File: config.mk
export PLATFORM = sky130hd
export DESIGN_NAME = multicycle_control
export DESIGN_NICKNAME = d
export VERILOG_FILES = /design/src/rtl/multicycle_control.sv
export SDC_FILE = /design/constraint.sdc
export NUM_CORES = 1
export LEC_CHECK = 0
export BUFFER_PORTS_ARGS = -buffer_cell sky130_fd_sc_hd__buf_4
export CORE_MARGIN = 3
export CORE_UTILIZATION = 55
export DETAILED_ROUTE_END_ITERATION = 12
export GPL_ROUTABILITY_DRIVEN = 0
export PLACE_DENSITY = 0.84
export SYNTH_ARGS = -nofsm -noshare
export SYNTH_HDL_FRONTEND = slang
export SYNTH_SLANG_ARGS = --single-unit
File: constraint.sdc
create_clock -name clk -period 3.15 [get_ports clk]
set_clock_uncertainty 0.1 [all_clocks]
set_input_delay 0.315 -clock clk [delete_from_list [all_inputs] [get_ports clk]]
set_output_delay 0.315 -clock clk [all_outputs]
set_load 0.02 [all_outputs]
File: src/rtl/multicycle_control.sv
// Multi-cycle control unit: sequences fetch/decode/execute/memory/writeback with
// ready/done handshakes, bounded waits and a sticky precise-exception halt.
module multicycle_control #(
  parameter int OP_CODE_WIDTH        = 4,
  parameter int FUNCTION_CODE_WIDTH  = 4,
  parameter int ALU_CONTROL_WIDTH    = 4,
  parameter int BRANCH_CONTROL_WIDTH = 2,
  parameter int WAIT_LIMIT           = 15
) (
  input  logic                            clk,
  input  logic                            reset_n,
  input  logic [OP_CODE_WIDTH-1:0]        op_code,
  input  logic [FUNCTION_CODE_WIDTH-1:0]  func_code,
  input  logic                            inst_mem_ready,
  input  logic                            data_mem_ready,
  input  logic                            alu_done,
  input  logic                            inst_memory_exception,
  input  logic                            data_memory_exception,
  input  logic                            alu_exception,
  output logic                            inst_mem_rd,
  output logic                            ir_write,
  output logic                            pc_write,
  output logic                            data_mem_rd,
  output logic                            mem_wrt,
  output logic                            alu_start,
  output logic [ALU_CONTROL_WIDTH-1:0]    alu_control,
  output logic                            alu_a_src,
  output logic                            alu_b_src,
  output logic                            reg_wr_src,
  output logic                            write_reg,
  output logic                            write_r0,
  output logic                            jump,
  output logic [BRANCH_CONTROL_WIDTH-1:0] branch,
  output logic                            halt,
  output logic [2:0]                      exception_cause
);

  localparam logic [OP_CODE_WIDTH-1:0] OP_ALU  = OP_CODE_WIDTH'(4'b0000);
  localparam logic [OP_CODE_WIDTH-1:0] OP_LW   = OP_CODE_WIDTH'(4'b1000);
  localparam logic [OP_CODE_WIDTH-1:0] OP_SW   = OP_CODE_WIDTH'(4'b1011);
  localparam logic [OP_CODE_WIDTH-1:0] OP_BLT  = OP_CODE_WIDTH'(4'b0100);
  localparam logic [OP_CODE_WIDTH-1:0] OP_BGT  = OP_CODE_WIDTH'(4'b0101);
  localparam logic [OP_CODE_WIDTH-1:0] OP_BEQ  = OP_CODE_WIDTH'(4'b0110);
  localparam logic [OP_CODE_WIDTH-1:0] OP_JMP  = OP_CODE_WIDTH'(4'b1100);
  localparam logic [OP_CODE_WIDTH-1:0] OP_HALT = OP_CODE_WIDTH'(4'b1111);

  localparam logic [FUNCTION_CODE_WIDTH-1:0] FN_ADD = FUNCTION_CODE_WIDTH'(4'b1111);
  localparam logic [FUNCTION_CODE_WIDTH-1:0] FN_MUL = FUNCTION_CODE_WIDTH'(4'b0001);
  localparam logic [FUNCTION_CODE_WIDTH-1:0] FN_DIV = FUNCTION_CODE_WIDTH'(4'b0010);
  localparam logic [FUNCTION_CODE_WIDTH-1:0] FN_SLL = FUNCTION_CODE_WIDTH'(4'b1010);
  localparam logic [FUNCTION_CODE_WIDTH-1:0] FN_SLR = FUNCTION_CODE_WIDTH'(4'b1011);
  localparam logic [FUNCTION_CODE_WIDTH-1:0] FN_ROL = FUNCTION_CODE_WIDTH'(4'b1001);
  localparam logic [FUNCTION_CODE_WIDTH-1:0] FN_ROR = FUNCTION_CODE_WIDTH'(4'b1000);

  localparam logic [ALU_CONTROL_WIDTH-1:0] ALU_ADD = ALU_CONTROL_WIDTH'(FN_ADD);

  localparam logic [BRANCH_CONTROL_WIDTH-1:0] BR_BLT = BRANCH_CONTROL_WIDTH'(2'b11);
  localparam logic [BRANCH_CONTROL_WIDTH-1:0] BR_BGT = BRANCH_CONTROL_WIDTH'(2'b10);
  localparam logic [BRANCH_CONTROL_WIDTH-1:0] BR_BEQ = BRANCH_CONTROL_WIDTH'(2'b01);

  localparam int CNT_W = $clog2(WAIT_LIMIT + 1);
  typedef logic [CNT_W-1:0] cnt_t;
  localparam cnt_t CNT_LAST = cnt_t'(WAIT_LIMIT - 1);

  typedef enum logic [2:0] {
    S_FETCH   = 3'd0,
    S_DECODE  = 3'd1,
    S_EXEC    = 3'd2,
    S_MD_WAIT = 3'd3,
    S_MEM     = 3'd4,
    S_WB      = 3'd5,
    S_HALTED  = 3'd6
  } state_t;

  typedef enum logic [2:0] {
    CAUSE_NONE    = 3'b000,
    CAUSE_ALU     = 3'b001,
    CAUSE_DMEM    = 3'b010,
    CAUSE_IMEM    = 3'b011,
    CAUSE_ILLEGAL = 3'b100,
    CAUSE_TIMEOUT = 3'b101
  } cause_t;

  state_t                         state_q, state_d;
  cause_t                         cause_q, cause_d, exc_cause;
  cnt_t                           wait_cnt_q;
  logic [OP_CODE_WIDTH-1:0]       op_q;
  logic [FUNCTION_CODE_WIDTH-1:0] func_q;

  logic                         is_lw, is_mem_op, is_md, is_shift;
  logic                         awaited, timeout, exc_take;
  logic [ALU_CONTROL_WIDTH-1:0] alu_sel;

  function automatic logic legal_op(input logic [OP_CODE_WIDTH-1:0] op);
    return op inside {OP_ALU, OP_LW, OP_SW, OP_BLT, OP_BGT, OP_BEQ, OP_JMP};
  endfunction

  // Everything past DECODE works off the latched instruction, not the live IR.
  assign is_lw     = (op_q == OP_LW);
  assign is_mem_op = is_lw || (op_q == OP_SW);
  assign is_md     = (op_q == OP_ALU) && (func_q == FN_MUL || func_q == FN_DIV);
  assign is_shift  = (op_q == OP_ALU) && (func_q inside {FN_SLL, FN_SLR, FN_ROL, FN_ROR});
  assign alu_sel   = is_mem_op ? ALU_ADD : ALU_CONTROL_WIDTH'(func_q);

  assign exc_take = (inst_memory_exception || data_memory_exception || alu_exception)
                    && (state_q != S_HALTED);

  always_comb begin
    if (inst_memory_exception)      exc_cause = CAUSE_IMEM;
    else if (data_memory_exception) exc_cause = CAUSE_DMEM;
    else                            exc_cause = CAUSE_ALU;
  end

  // Handshake being waited on in the current state; non-wait states never time out.
  always_comb begin
    case (state_q)
      S_FETCH:   awaited = inst_mem_ready;
      S_MD_WAIT: awaited = alu_done;
      S_MEM:     awaited = data_mem_ready;
      default:   awaited = 1'b1;
    endcase
  end

  assign timeout = !awaited && (wait_cnt_q == CNT_LAST);

  // NOTE: sequential state uses non-blocking (<=) so every register samples pre-edge values.
  always_ff @(posedge clk or negedge reset_n) begin
    if (!reset_n) begin
      state_q    <= S_FETCH;
      cause_q    <= CAUSE_NONE;
      wait_cnt_q <= '0;
      op_q       <= '0;
      func_q     <= '0;
    end else begin
      state_q <= state_d;
      cause_q <= cause_d;
      if (state_d != state_q)
        wait_cnt_q <= '0;
      else if (!awaited)
        wait_cnt_q <= wait_cnt_q + cnt_t'(1);
      if (state_q == S_DECODE) begin
        op_q   <= op_code;
        func_q <= func_code;
      end
    end
  end

  // NOTE: every combinational output gets a default first so no latch is inferred.
  always_comb begin
    state_d = state_q;
    cause_d = cause_q;
    case (state_q)
      S_FETCH:   if (inst_mem_ready) state_d = S_DECODE;
      S_DECODE: begin
        if (op_code == OP_HALT) begin
          state_d = S_HALTED;
          cause_d = CAUSE_NONE;
        end else if (!legal_op(op_code)) begin
          state_d = S_HALTED;
          cause_d = CAUSE_ILLEGAL;
        end else begin
          state_d = S_EXEC;
        end
      end
      S_EXEC: begin
        if (op_q == OP_ALU)  state_d = is_md ? S_MD_WAIT : S_WB;
        else if (is_mem_op)  state_d = S_MEM;
        else                 state_d = S_FETCH;
      end
      S_MD_WAIT: if (alu_done) state_d = S_WB;
      S_MEM:     if (data_mem_ready) state_d = is_lw ? S_WB : S_FETCH;
      S_WB:      state_d = S_FETCH;
      S_HALTED:  state_d = S_HALTED;
      default:   state_d = S_FETCH;
    endcase
    if (timeout) begin
      state_d = S_HALTED;
      cause_d = CAUSE_TIMEOUT;
    end
    // A fault outranks any ready/done seen in the same cycle.
    if (exc_take) begin
      state_d = S_HALTED;
      cause_d = exc_cause;
    end
  end

  always_comb begin
    inst_mem_rd = 1'b0;
    ir_write    = 1'b0;
    pc_write    = 1'b0;
    data_mem_rd = 1'b0;
    mem_wrt     = 1'b0;
    alu_start   = 1'b0;
    alu_control = '0;
    alu_a_src   = 1'b0;
    alu_b_src   = 1'b0;
    reg_wr_src  = 1'b0;
    write_reg   = 1'b0;
    write_r0    = 1'b0;
    jump        = 1'b0;
    branch      = '0;
    halt        = 1'b0;
    // Gating on reset_n keeps every strobe low for the whole reset pulse.
    if (reset_n) begin
      case (state_q)
        S_FETCH: begin
          inst_mem_rd = 1'b1;
          ir_write    = inst_mem_ready;
          pc_write    = inst_mem_ready;
        end
        S_EXEC: begin
          if (op_q == OP_ALU) begin
            alu_control = alu_sel;
            alu_b_src   = is_shift;
            alu_start   = is_md;
          end else if (is_mem_op) begin
            alu_control = alu_sel;
            alu_a_src   = 1'b1;
          end else if (op_q == OP_BLT) begin
            branch = BR_BLT;
          end else if (op_q == OP_BGT) begin
            branch = BR_BGT;
          end else if (op_q == OP_BEQ) begin
            branch = BR_BEQ;
          end else if (op_q == OP_JMP) begin
            jump = 1'b1;
          end
        end
        S_MD_WAIT: alu_control = alu_sel;
        S_MEM: begin
          alu_a_src   = 1'b1;
          data_mem_rd = is_lw;
          mem_wrt     = !is_lw;
        end
        S_WB: begin
          write_reg   = 1'b1;
          write_r0    = is_md;
          reg_wr_src  = is_lw;
          alu_control = alu_sel;
        end
        S_HALTED: halt = 1'b1;
        default: ;
      endcase
      if (exc_take) begin
        ir_write  = 1'b0;
        pc_write  = 1'b0;
        mem_wrt   = 1'b0;
        write_reg = 1'b0;
        write_r0  = 1'b0;
        jump      = 1'b0;
        branch    = '0;
      end
    end
  end

  assign exception_cause = cause_q;

endmodule

==> summary.md, run 1 <==
| Metric | Value |
|---|---|
| Max-cap violations | `0` |
| Rows | `17` |
| CP endpoint kind | `primary output` |
| Worst skew pair latency | `0.30 ns` |
| Post-Syn Instances | `141` |
| Share of cells above drive strength 1 | `34.46%` |
| YS warnings | `0` |
| Worst vdd ir | `499.1 uV` |
| Lkg Pwr | `0.7701 nW` |
| H-tree levels | `1` |
| TritonCTS clock tree | `built` |
| CP cell instances | `dlygate4sd3_1 -> buf_4 -> nand2b_1 -> or3_1 -> nor2_1 -> nand2_1 -> nor4b_1 -> buf_4` |
| Diode count | `0` |
| Clock-pin transition on the worst setup and hold timing paths | `0.11 ns` |
| Syn_nets | `159` |
| RSZ-0062 raised after global routing | `no` |
| DRT antenna net count | `0` |
| Root Buffer | `clkbuf_4` |
| Routed len/inst | `15.51 um` |
| First-pass GRT wire length | `5009 um` |
| Netlist cell types | `47` |
| WHS Path Cells | `2` |
| Post-synth EDFFs | `0` |
| Buffer count from post-CTS setup fixing | `0` |
| Final setup fails | `0` |
| Clk sinks | `18` |
| Via/cell ratio | `5.751` |
| Slew Viols, Final | `0` |
| Syn Area/Cell | `9.291 um^2` |
| Yosys reg bits | `18` |
| GRT Overall Usage | `23.69%` |
| DR iter-0 viols | `13` |
| Final WL | `3180 um` |
| Final min period | `2.827 ns` |
| Critical path class | `in -> out` |
| Die ar. | `0.003004 mm^2` |
| Sequential element share of the synthesized area | `34.38%` |
| I/O Pins | `38` |
| Status | `completed` |
| Nets | `196` |
| Post-Route Utilization | `72.32%` |
| CORE AREA | `0.002233 mm^2` |
| Slew Limit Headroom | `44.04%` |
| # fillers | `186` |
| Part of the cycle the worst path needs | `89.76%` |
| Area Overhead vs Synth | `23.30%` |
| TritonCTS Buffers | `3` |
| Commonest non-fill, non-tap cell in the layout | `buf_4` |
| Residual DRC count | `0` |
| Chip Height | `54.81 um` |
| Hold Violations, Final | `0` |
| Antenna violations before repair | `0` |
| Synthesized cell area | `0.001310 mm^2` |
| Initial core utilization | `58.66%` |
| Fmax | `353.7 MHz` |
| Pre-Repair DR Iteration Count | `5` |
| Top FF cell, synth | `dfrtp_1` |
| Critical Path RT | `2.73 ns` |
| Worst Max-Slew Pin Slew | `0.8318 ns` |
| Clock buffer depth | `2` |
| Number of I/O port buffers | `37` |
| Vias in the first global route | `1,104` |
| R2r worst-path depth | `6` |
| Commonest cells after routing, fill and taps aside | `37 x buf_4, 18 x nor2_1, 18 x dfrtp_1` |
| PD cells | `759.6 mW/mm^2` |
| Vias | `1,179` |
| Most used cell along the critical path | `buf_4` |
| Slowest stage cell, crit path | `dlygate4sd3_1` |
| Final hold slack | `0.1381 ns` |
| GR Overflow Total | `0` |
| Worst path max stage delay | `0.53 ns` |
| Largest net degree at the start of global routing | `24` |
| Critical Path Source Type | `primary input` |
| CP arrival | `2.41 ns` |
| CP Max Fanout | `23` |
| Die width | `54.81 um` |
| DP HPWL | `2490 um` |
| Post-synth ARST share | `100.0%` |
| Final setup TNS | `0 ns` |
| Worst min path class | `in -> reg` |
state kept, by name, summed over array words and instances (netlist names):
register	flops
func_q	4
op_q	4
wait_cnt_q	4
exception_cause	3
state_q	3
critical path: cells and delay by family:
family	cells	cell delay, ns
simple gates	5	1.08
buf+inv	3	1.01
synthesized netlist by cell type, types with 2 or more instances:
library cell / number / area share, %
o21ai_1: 2 / 0.76
xor2_1: 3 / 2.0
and3_1: 2 / 0.95
buf_4: 2 / 1.1
or3_1: 2 / 0.95
dfrtp_1: 18 / 34
nor3_1: 9 / 3.4
xnor2_1: 2 / 1.3
nand2_1: 15 / 4.3
nand4_1: 2 / 0.95
buf_6: 3 / 2.6
nor2_1: 18 / 5.2
o21ai_0: 6 / 2.3
inv_1: 5 / 1.4
nand2b_1: 3 / 1.4
a21oi_1: 6 / 2.3
ha_1: 2 / 1.9
mux2_2: 8 / 6.9
nor4b_1: 2 / 1.3
nand3_1: 4 / 1.5
through the flow:
stage / instance area (um^2) / cells / total power [mW] / setup slack (ns)
finish: 1615 / 205 / 1.227 / 0.3226
global route: 1615 / 205 / 1.314 / 0.1462
CTS: 1615 / 205 / 1.228 / 0.2938
detailed placement: 1569 / 200 / 1.078 / 0.7872
global placement: 1569 / 200 / 1.053 / 0.8959
floorplan: 1310 / 141 / 0.9256 / 0.7547
timing repair:
| item | in CTS | in global routing |
|---|---|---|
| hold buffers | 1 | 0 |
| resized for setup | 0 | 0 |
| hold endpoints to repair | 18 | 0 |
where the power goes:
group | switching, mW | total, mW | internal [mW]
registers | 0.127 | 0.433 | 0.307
logic | 0.353 | 0.650 | 0.297
clock network | 0.0730 | 0.144 | 0.0705
total | 0.553 | 1.23 | 0.674
routing by layer:
layer / part of all wire [%] / track usage (%) / vias up
met3: 4.6 / 4.087 / 7
met1: 43 / 29.76 / 567
met2: 50 / 38.58 / 34
met5: 0 / 0 / -
met4: 2.2 / 12.03 / 0
li1: - / - / 571
kinds of logic (layout without fill, tap and decap cells):
group,Yosys count,count (layout),synth area share [%]
fa+ha+maj,2,2,1.910
simple gates,72,72,31.81
mux,8,8,6.877
compound gates,24,24,14.90
flops,18,18,34.38
xor+xnor,6,6,4.585
buf+inv,11,47,5.539
worst paths after layout:
kind	startpoint	endpoint	slack [ns]
max	reset_n	jump	0.32
min	func_code[1]	func_q[1]	0.14
max reg2reg	state_q[2]	wait_cnt_q[2]	0.74
min reg2reg	exception_cause[1]	exception_cause[1]	0.39
max in group asynchronous	reset_n	wait_cnt_q[1]	2.40
min in group asynchronous	reset_n	state_q[1]	0.32
area by class of cell:
type                       count  area, um^2  area share (%)
tap                           28       35.03           2.169
timing repair buffer          38       287.8           17.82
inverter                       5       18.77           1.162
clock buffer                   4       36.28           2.246
multi-input combinational    112       787.0           48.72
sequential                    18       450.4           27.89
(Power assumes the default switching activity.)
==> run 2, diff against run 1 <==
--- a/config.mk
+++ b/config.mk
@@ -5,12 +5,13 @@
 export SDC_FILE = /design/constraint.sdc
 export NUM_CORES = 1
 export LEC_CHECK = 0
+export ABC_AREA = 1
 export BUFFER_PORTS_ARGS = -buffer_cell sky130_fd_sc_hd__buf_4
 export CORE_MARGIN = 3
-export CORE_UTILIZATION = 55
+export CORE_UTILIZATION = 52
 export DETAILED_ROUTE_END_ITERATION = 12
 export GPL_ROUTABILITY_DRIVEN = 0
-export PLACE_DENSITY = 0.84
+export PLACE_DENSITY = 0.8
 export SYNTH_ARGS = -nofsm -noshare
 export SYNTH_HDL_FRONTEND = slang
 export SYNTH_SLANG_ARGS = --single-unit
==> constraint.sdc (replaced) <==
create_clock -name clk -period 3.2 [get_ports clk]
set_clock_uncertainty 0.1 [all_clocks]
set_input_delay 0.32 -clock clk [delete_from_list [all_inputs] [get_ports clk]]
set_output_delay 0.32 -clock clk [all_outputs]
set_load 0.02 [all_outputs]
==> run 2 against run 1 <==
  * Synthesized cell count grew 25%
  * Clock power is essentially flat
  * Critical path depth shrank 1
  * Critical endpoint is now branch[1]
  * Area after synthesis grew 3.2%
  * Cell count grew 18%
  * Largest cell class unchanged
  * Largest power group unchanged
  * Via count grew 13%
==> summary.md, run 2 <==
| Metric | Value |
|---|---|
| Status | `completed` |
| R2r worst-path depth | `11` |
| Area Overhead vs Synth | `24.05%` |
| Post-CTS Hold Fix Bufs | `1` |
| Largest net degree at the start of global routing | `23` |
| Worst Max-Slew Pin Slew | `0.4167 ns` |
| Syn_nets | `194` |
| Share of cells above drive strength 1 | `32.71%` |
| YS warnings | `0` |
| CP arrival | `2.11 ns` |
| Clock-pin transition on the worst setup and hold timing paths | `0.11 ns` |
| Clock buffer depth | `2` |
| TritonCTS clock tree | `built` |
| DRT antenna net count | `0` |
| Critical path class | `in -> out` |
| Via/cell ratio | `5.521` |
| Antenna violations before repair | `0` |
| Vias in the first global route | `1,296` |
| Synth top area cells | `dfrtp_1 33%, nand2_1 8.6%, nor2_1 5.6%` |
| Reg2Reg Launch Point | `state_q[1]` |
| DP HPWL | `2571 um` |
| Part of the cycle the worst path needs | `79.15%` |
| CP endpoint kind | `primary output` |
| Die ar. | `0.003249 mm^2` |
| First-pass GRT wire length | `5878 um` |
| I/O Pins | `38` |
| Post-synth ARST share | `100.0%` |
| Final min period | `2.533 ns` |
| Syn Area/Cell | `7.685 um^2` |
| Post-CTS Resized | `0` |
| Diode count | `0` |
| Yosys reg bits | `18` |
| Area of the multi-input gates | `772.0 um^2` |
| Initial core utilization | `57.81%` |
| Clk sinks | `18` |
| Final Total Pwr | `1.104 mW` |
| Residual DRC count | `0` |
| GR Overflow Total | `0` |
| Max-cap violations | `0` |
| Post-synth top area share | `33.30%` |
| Post-Syn Instances | `176` |
| Root Buffer | `clkbuf_4` |
| Nets | `233` |
| Chip Height | `57 um` |
| Largest regs | `func_q: 4 flops, op_q: 4 flops, wait_cnt_q: 4 flops` |
| WHS Path Cells | `3` |
| Post-synth EDFFs | `0` |
| Synth area leader | `dfrtp_1` |
| FF-to-FF setup slack | `1.17 ns` |
| Reg2reg end | `wait_cnt_q[2]` |
| TritonCTS Buffers | `3` |
| Number of I/O port buffers | `37` |
| Pre-Repair DR Iteration Count | `4` |
| Final setup fails | `0` |
| Final setup TNS | `0 ns` |
| Commonest non-fill, non-tap cell in the layout | `buf_4` |
| # fillers | `204` |
| Final Cell Area | `0.001678 mm^2` |
| Area post-placement | `0.001632 mm^2` |
| Worst min path class | `in -> reg` |
| H-tree levels | `1` |
| GRT Overall Usage | `22.93%` |
| CORE AREA | `0.002340 mm^2` |
| DR iter-0 viols | `54` |
| Lkg Pwr | `0.8884 nW` |
| Slew Limit Headroom | `72.22%` |
| Most frequent cell after synthesis | `nand2_1` |
| RSZ-0062 raised after global routing | `no` |
| Fmax | `394.8 MHz` |
| Register Area | `450.4 um^2` |
| PD cells | `658.1 mW/mm^2` |
| Buffer count from post-CTS setup fixing | `0` |
| Routed len/inst | `13.52 um` |
| Critical Path Source Type | `primary input` |
| Sequential element share of the synthesized area | `33.30%` |
| Slew Viols, Final | `0` |
| Final WL | `3271 um` |
| Vias | `1,336` |
| Synthesized cell area | `0.001353 mm^2` |
| Worst Hold End | `func_q[2]` |
| Synth top cells by count | `31 x nand2_1, 20 x nor2_1, 19 x inv_1` |
| Worst skew pair latency | `0.30 ns` |
| Top FF cell, synth | `dfrtp_1` |
| Worst vdd ir | `487.1 uV` |
| Hold Startpoint | `func_code[2]` |
| Rows | `17` |
| CP Max Fanout | `22` |
| Die width | `57 um` |
| Critical Path RT | `2.78 ns` |
| Commonest cells after routing, fill and taps aside | `37 x buf_4, 31 x nand2_1, 20 x nor2_1` |
| Hold Violations, Final | `0` |
| Netlist cell types | `33` |
run 2: changes by cell type after synthesis, sizes merged, moves of 6 or more:
| cell | previous run | this run |
|---|---|---|
| inv | 5 | 23 |
| mux2 | 8 | 2 |
| nand2 | 15 | 38 |
| nand3 | 4 | 20 |
| nor2 | 18 | 25 |
run 2: per-layer routing:
metal,global-route usage (%),part of all wire [%],vias to the layer above
met5,0,0,-
met1,31.96,45,605
met3,3.846,8.3,6
met4,11.26,2.0,0
li1,-,-,664
met2,34.42,45,61
run 2: cell type report:
class                           instances  share of cell area [%]
Multi-Input combinational cell        129                   46.01
Sequential cell                        18                   26.85
Timing Repair Buffer                   38                   17.15
Inverter                               25                   5.742
Clock buffer                            4                   2.163
Tap cell                               28                   2.088
run 2: cells by family after synthesis:
kind of cell             Yosys count  share of synthesized area [%]
buffers and inverters             29                          9.621
adder cells (fa/ha/maj)            2                          1.850
multiplexers                       3                          2.405
flip-flops                        18                          33.30
XOR/XNOR                           3                          1.943
AND/OR/NAND/NOR                  102                          42.37
AO/OA/AOI/OAI                     19                          8.511
run 2: how the worst max path moves through the flow:
| stage | startpoint | to | slack [ns] | cells after the start |
|---|---|---|---|---|
| 2_1_floorplan | state_q[0] | pc_write | 1.13 | 7 |
| 3_3_place_gp | state_q[2] | alu_control[2] | 1.24 | 8 |
| 3_5_place_dp | state_q[0] | alu_control[2] | 1.19 | 8 |
| 5_1_grt | reset_n | branch[1] | 0.49 | 7 |
| 4_1_cts | reset_n | branch[1] | 0.68 | 7 |
| 6_report | reset_n | branch[1] | 0.67 | 7 |
run 2: where the power goes:
group	switching (mW)	total, mW	internal, mW
Combinational	0.374	0.578	0.205
Clock	0.0757	0.145	0.0694
Sequential	0.0841	0.381	0.297
run 2: critical path, stage by stage:
cell and delay [ns]:
dlygate4sd3_1 0.53, buf_4 0.28, clkinv_1 0.34, nor3_1 0.22
nand3_1 0.13, nor2_1 0.13, buf_4 0.16
run 2: metrics by stage:
stage | cells | hold slack, ns | worst slack, ns | utilization (%)
finish | 242 | 0.1601 | 0.6671 | 71.71
global route | 242 | 0.1532 | 0.4913 | 71.71
detailed placement | 237 | 0.1205 | 1.187 | 69.73
global placement | 237 | 0.1169 | 1.236 | 69.73
CTS | 242 | 0.1578 | 0.6845 | 71.71
floorplan | 176 | -0.07559 | 1.125 | -
==> run 3, diff against run 2 <==
--- a/config.mk
+++ b/config.mk
@@ -8,10 +8,10 @@
 export ABC_AREA = 1
 export BUFFER_PORTS_ARGS = -buffer_cell sky130_fd_sc_hd__buf_4
 export CORE_MARGIN = 3
-export CORE_UTILIZATION = 52
+export CORE_UTILIZATION = 47
 export DETAILED_ROUTE_END_ITERATION = 12
 export GPL_ROUTABILITY_DRIVEN = 0
-export PLACE_DENSITY = 0.8
+export PLACE_DENSITY = 0.76
 export SYNTH_ARGS = -nofsm -noshare
 export SYNTH_HDL_FRONTEND = slang
 export SYNTH_SLANG_ARGS = --single-unit
==> constraint.sdc (replaced) <==
create_clock -name clk -period 2.2 [get_ports clk]
set_clock_uncertainty 0.1 [all_clocks]
set_input_delay 0.22 -clock clk [delete_from_list [all_inputs] [get_ports clk]]
set_output_delay 0.22 -clock clk [all_outputs]
set_load 0.02 [all_outputs]
==> run 3 against run 2 <==
  * Design area is 6.9% higher
  * Critical path depth is 1 higher
  * Routed wire length is 9.1% higher
  * Combinational power is 59% higher
  * Core utilization is 3.1 points lower
  * Register-to-register slack worse by 0.86 ns
  * Clock power is 10% higher
  * Critical path type is now reg -> out
  * Highest routed layer unchanged
==> summary.md, run 3 (same netlist as run 2, synthesis figures left out) <==
| Metric | Value |
|---|---|
| Status | `completed` |
| Final Cell Area | `0.001793 mm^2` |
| Reg2Reg Launch Point | `state_q[0]` |
| Vias in the first global route | `1,289` |
| Residual DRC count | `0` |
| Chip Height | `59.65 um` |
| Lkg Pwr | `0.9337 nW` |
| Clock-pin transition on the worst setup and hold timing paths | `0.10 ns` |
| Pre-Repair DR Iteration Count | `4` |
| Diode count | `0` |
| Initial core utilization | `51.77%` |
| Final min period | `2.120 ns` |
| Dpl ws | `0.2668 ns` |
| Largest net degree at the start of global routing | `22` |
| # fillers | `221` |
| Clock buffer depth | `2` |
| Worst Max-Slew Pin Slew | `0.2671 ns` |
| Worst vdd ir | `823.8 uV` |
| Post-route insts no fill | `255` |
| Via/cell ratio | `5.310` |
| Final setup fails | `0` |
| Part of the cycle the worst path needs | `96.34%` |
| Hold Violations, Final | `0` |
| Vias | `1,354` |
| Final WL | `3569 um` |
| Post-route setup slack | `0.08041 ns` |
| Commonest non-fill, non-tap cell in the layout | `buf_4` |
| Share of cells above drive strength 1 | `39.56%` |
| R2r worst-path depth | `10` |
| Clk sinks | `18` |
| Worst skew pair latency | `0.29 ns` |
| Critical Path RT | `1.88 ns` |
| Worst min path class | `in -> reg` |
| Worst Hold End | `func_q[0]` |
| Die ar. | `0.003558 mm^2` |
| FF-to-FF setup slack | `0.31 ns` |
| PD cells | `920.4 mW/mm^2` |
| Routed len/inst | `14.00 um` |
| CP arrival | `1.80 ns` |
| GRT Overall Usage | `21.03%` |
| DRT antenna net count | `0` |
| Largest regs | `func_q: 4 flops, op_q: 4 flops, wait_cnt_q: 4 flops` |
| Area post-placement | `0.001649 mm^2` |
| Critical Path Source Type | `flip-flop` |
| Antenna violations before repair | `0` |
| Slew Viols, Final | `0` |
| Root Buffer | `clkbuf_4` |
| Critical path class | `reg -> out` |
| Area Overhead vs Synth | `32.56%` |
| H-tree levels | `1` |
| GR Overflow Total | `0` |
| CORE AREA | `0.002613 mm^2` |
| CP Max Fanout | `7` |
| Fmax | `471.8 MHz` |
| TritonCTS clock tree | `built` |
| Max-cap violations | `0` |
| Dpl cells | `241` |
| WHS Path Cells | `3` |
| Slew Limit Headroom | `82.03%` |
| Nets | `245` |
| CP endpoint kind | `primary output` |
| I/O Pins | `38` |
| DP HPWL | `2657 um` |
| Number of I/O port buffers | `37` |
| Hold Startpoint | `func_code[0]` |
| Register Area | `456.7 um^2` |
| Rows | `18` |
| Area of the multi-input gates | `798.3 um^2` |
| TritonCTS Buffers | `3` |
| Die width | `59.65 um` |
| Commonest cells after routing, fill and taps aside | `49 x buf_4, 30 x nand2_1, 20 x nor2_1` |
| Reg2reg end | `wait_cnt_q[1]` |
| First-pass GRT wire length | `5733 um` |
| DR iter-0 viols | `31` |
-- run 3: cell types whose count changed in the layout (fill, tap and decap cells not counted), moves of 2 or more --
cell and change:
buf_4 +12, dfrtp_1 -5, dfrtp_2 +5, nor2_2 -2, nor2_4 +2
-- run 3: stage by stage --
stage / utilization, % / setup TNS, ns / power [mW] / hold slack [ns]
3_3_place_gp: 63.12 / 0 / 1.370 / 0.1096
6_report: 68.63 / 0 / 1.650 / 0.07239
3_5_place_dp: 63.12 / 0 / 1.399 / 0.1128
2_1_floorplan: - / 0 / 1.190 / -0.1756
5_1_grt: 68.63 / -0.09743 / 1.782 / 0.07570
4_1_cts: 64.42 / 0 / 1.564 / 0.06916
-- run 3: worst max-delay path by stage --
stage / from / endpoint / slack (ns) / depth (start not counted)
6_report: state_q[2] / alu_control[1] / 0.08 / 8
5_1_grt: state_q[2] / alu_control[2] / -0.05 / 8
4_1_cts: state_q[1] / write_r0 / 0.01 / 5
3_5_place_dp: state_q[1] / wait_cnt_q[1] / 0.27 / 11
3_3_place_gp: state_q[1] / wait_cnt_q[1] / 0.30 / 11
2_1_floorplan: state_q[0] / pc_write / 0.23 / 7
-- run 3: repair_timing --
| action | 4_1_cts | 5_1_grt |
|---|---|---|
| pin swaps | 0 | 1 |
| buffers inserted | 0 | 10 |
| setup endpoints to repair | 1 | 8 |
| hold endpoints to repair | 18 | 0 |
| gates resized for setup | 1 | 10 |
| hold buffers | 1 | 0 |
-- run 3: final cells by class --
cell class	count	share of cell area, %
flip-flops and latches	18	25.47
multi-input cells	129	44.52
clock buffers	3	1.256
well taps	30	2.094
inverters	25	5.583
repair buffers	50	21.07
-- run 3: where the power goes --
part	switching [mW]	leakage (nW)	internal (mW)	total (mW)
logic	0.574	0.710	0.346	0.920
registers	0.132	0.210	0.438	0.570
clock network	0.0968	0.0138	0.0636	0.160
-- run 3: worst max-delay path, cell delays in order (launching register included) --
cell and delay [ns]:
dfrtp_2 0.47, inv_4 0.14, nand3_4 0.12, nor2_4 0.16, inv_1 0.08, nand4_1 0.09
nand2_1 0.10, a31oi_1 0.18, buf_4 0.17
-- run 3: layer usage --
layer | up-vias | routed length [um] | global-route usage [%]
met5 | - | 0 | 0
met4 | 0 | 15 | 6.962
met3 | 2 | 181 | 2.614
met2 | 38 | 1766 | 34.57
met1 | 632 | 1605 | 28.44
li1 | 682 | - | -
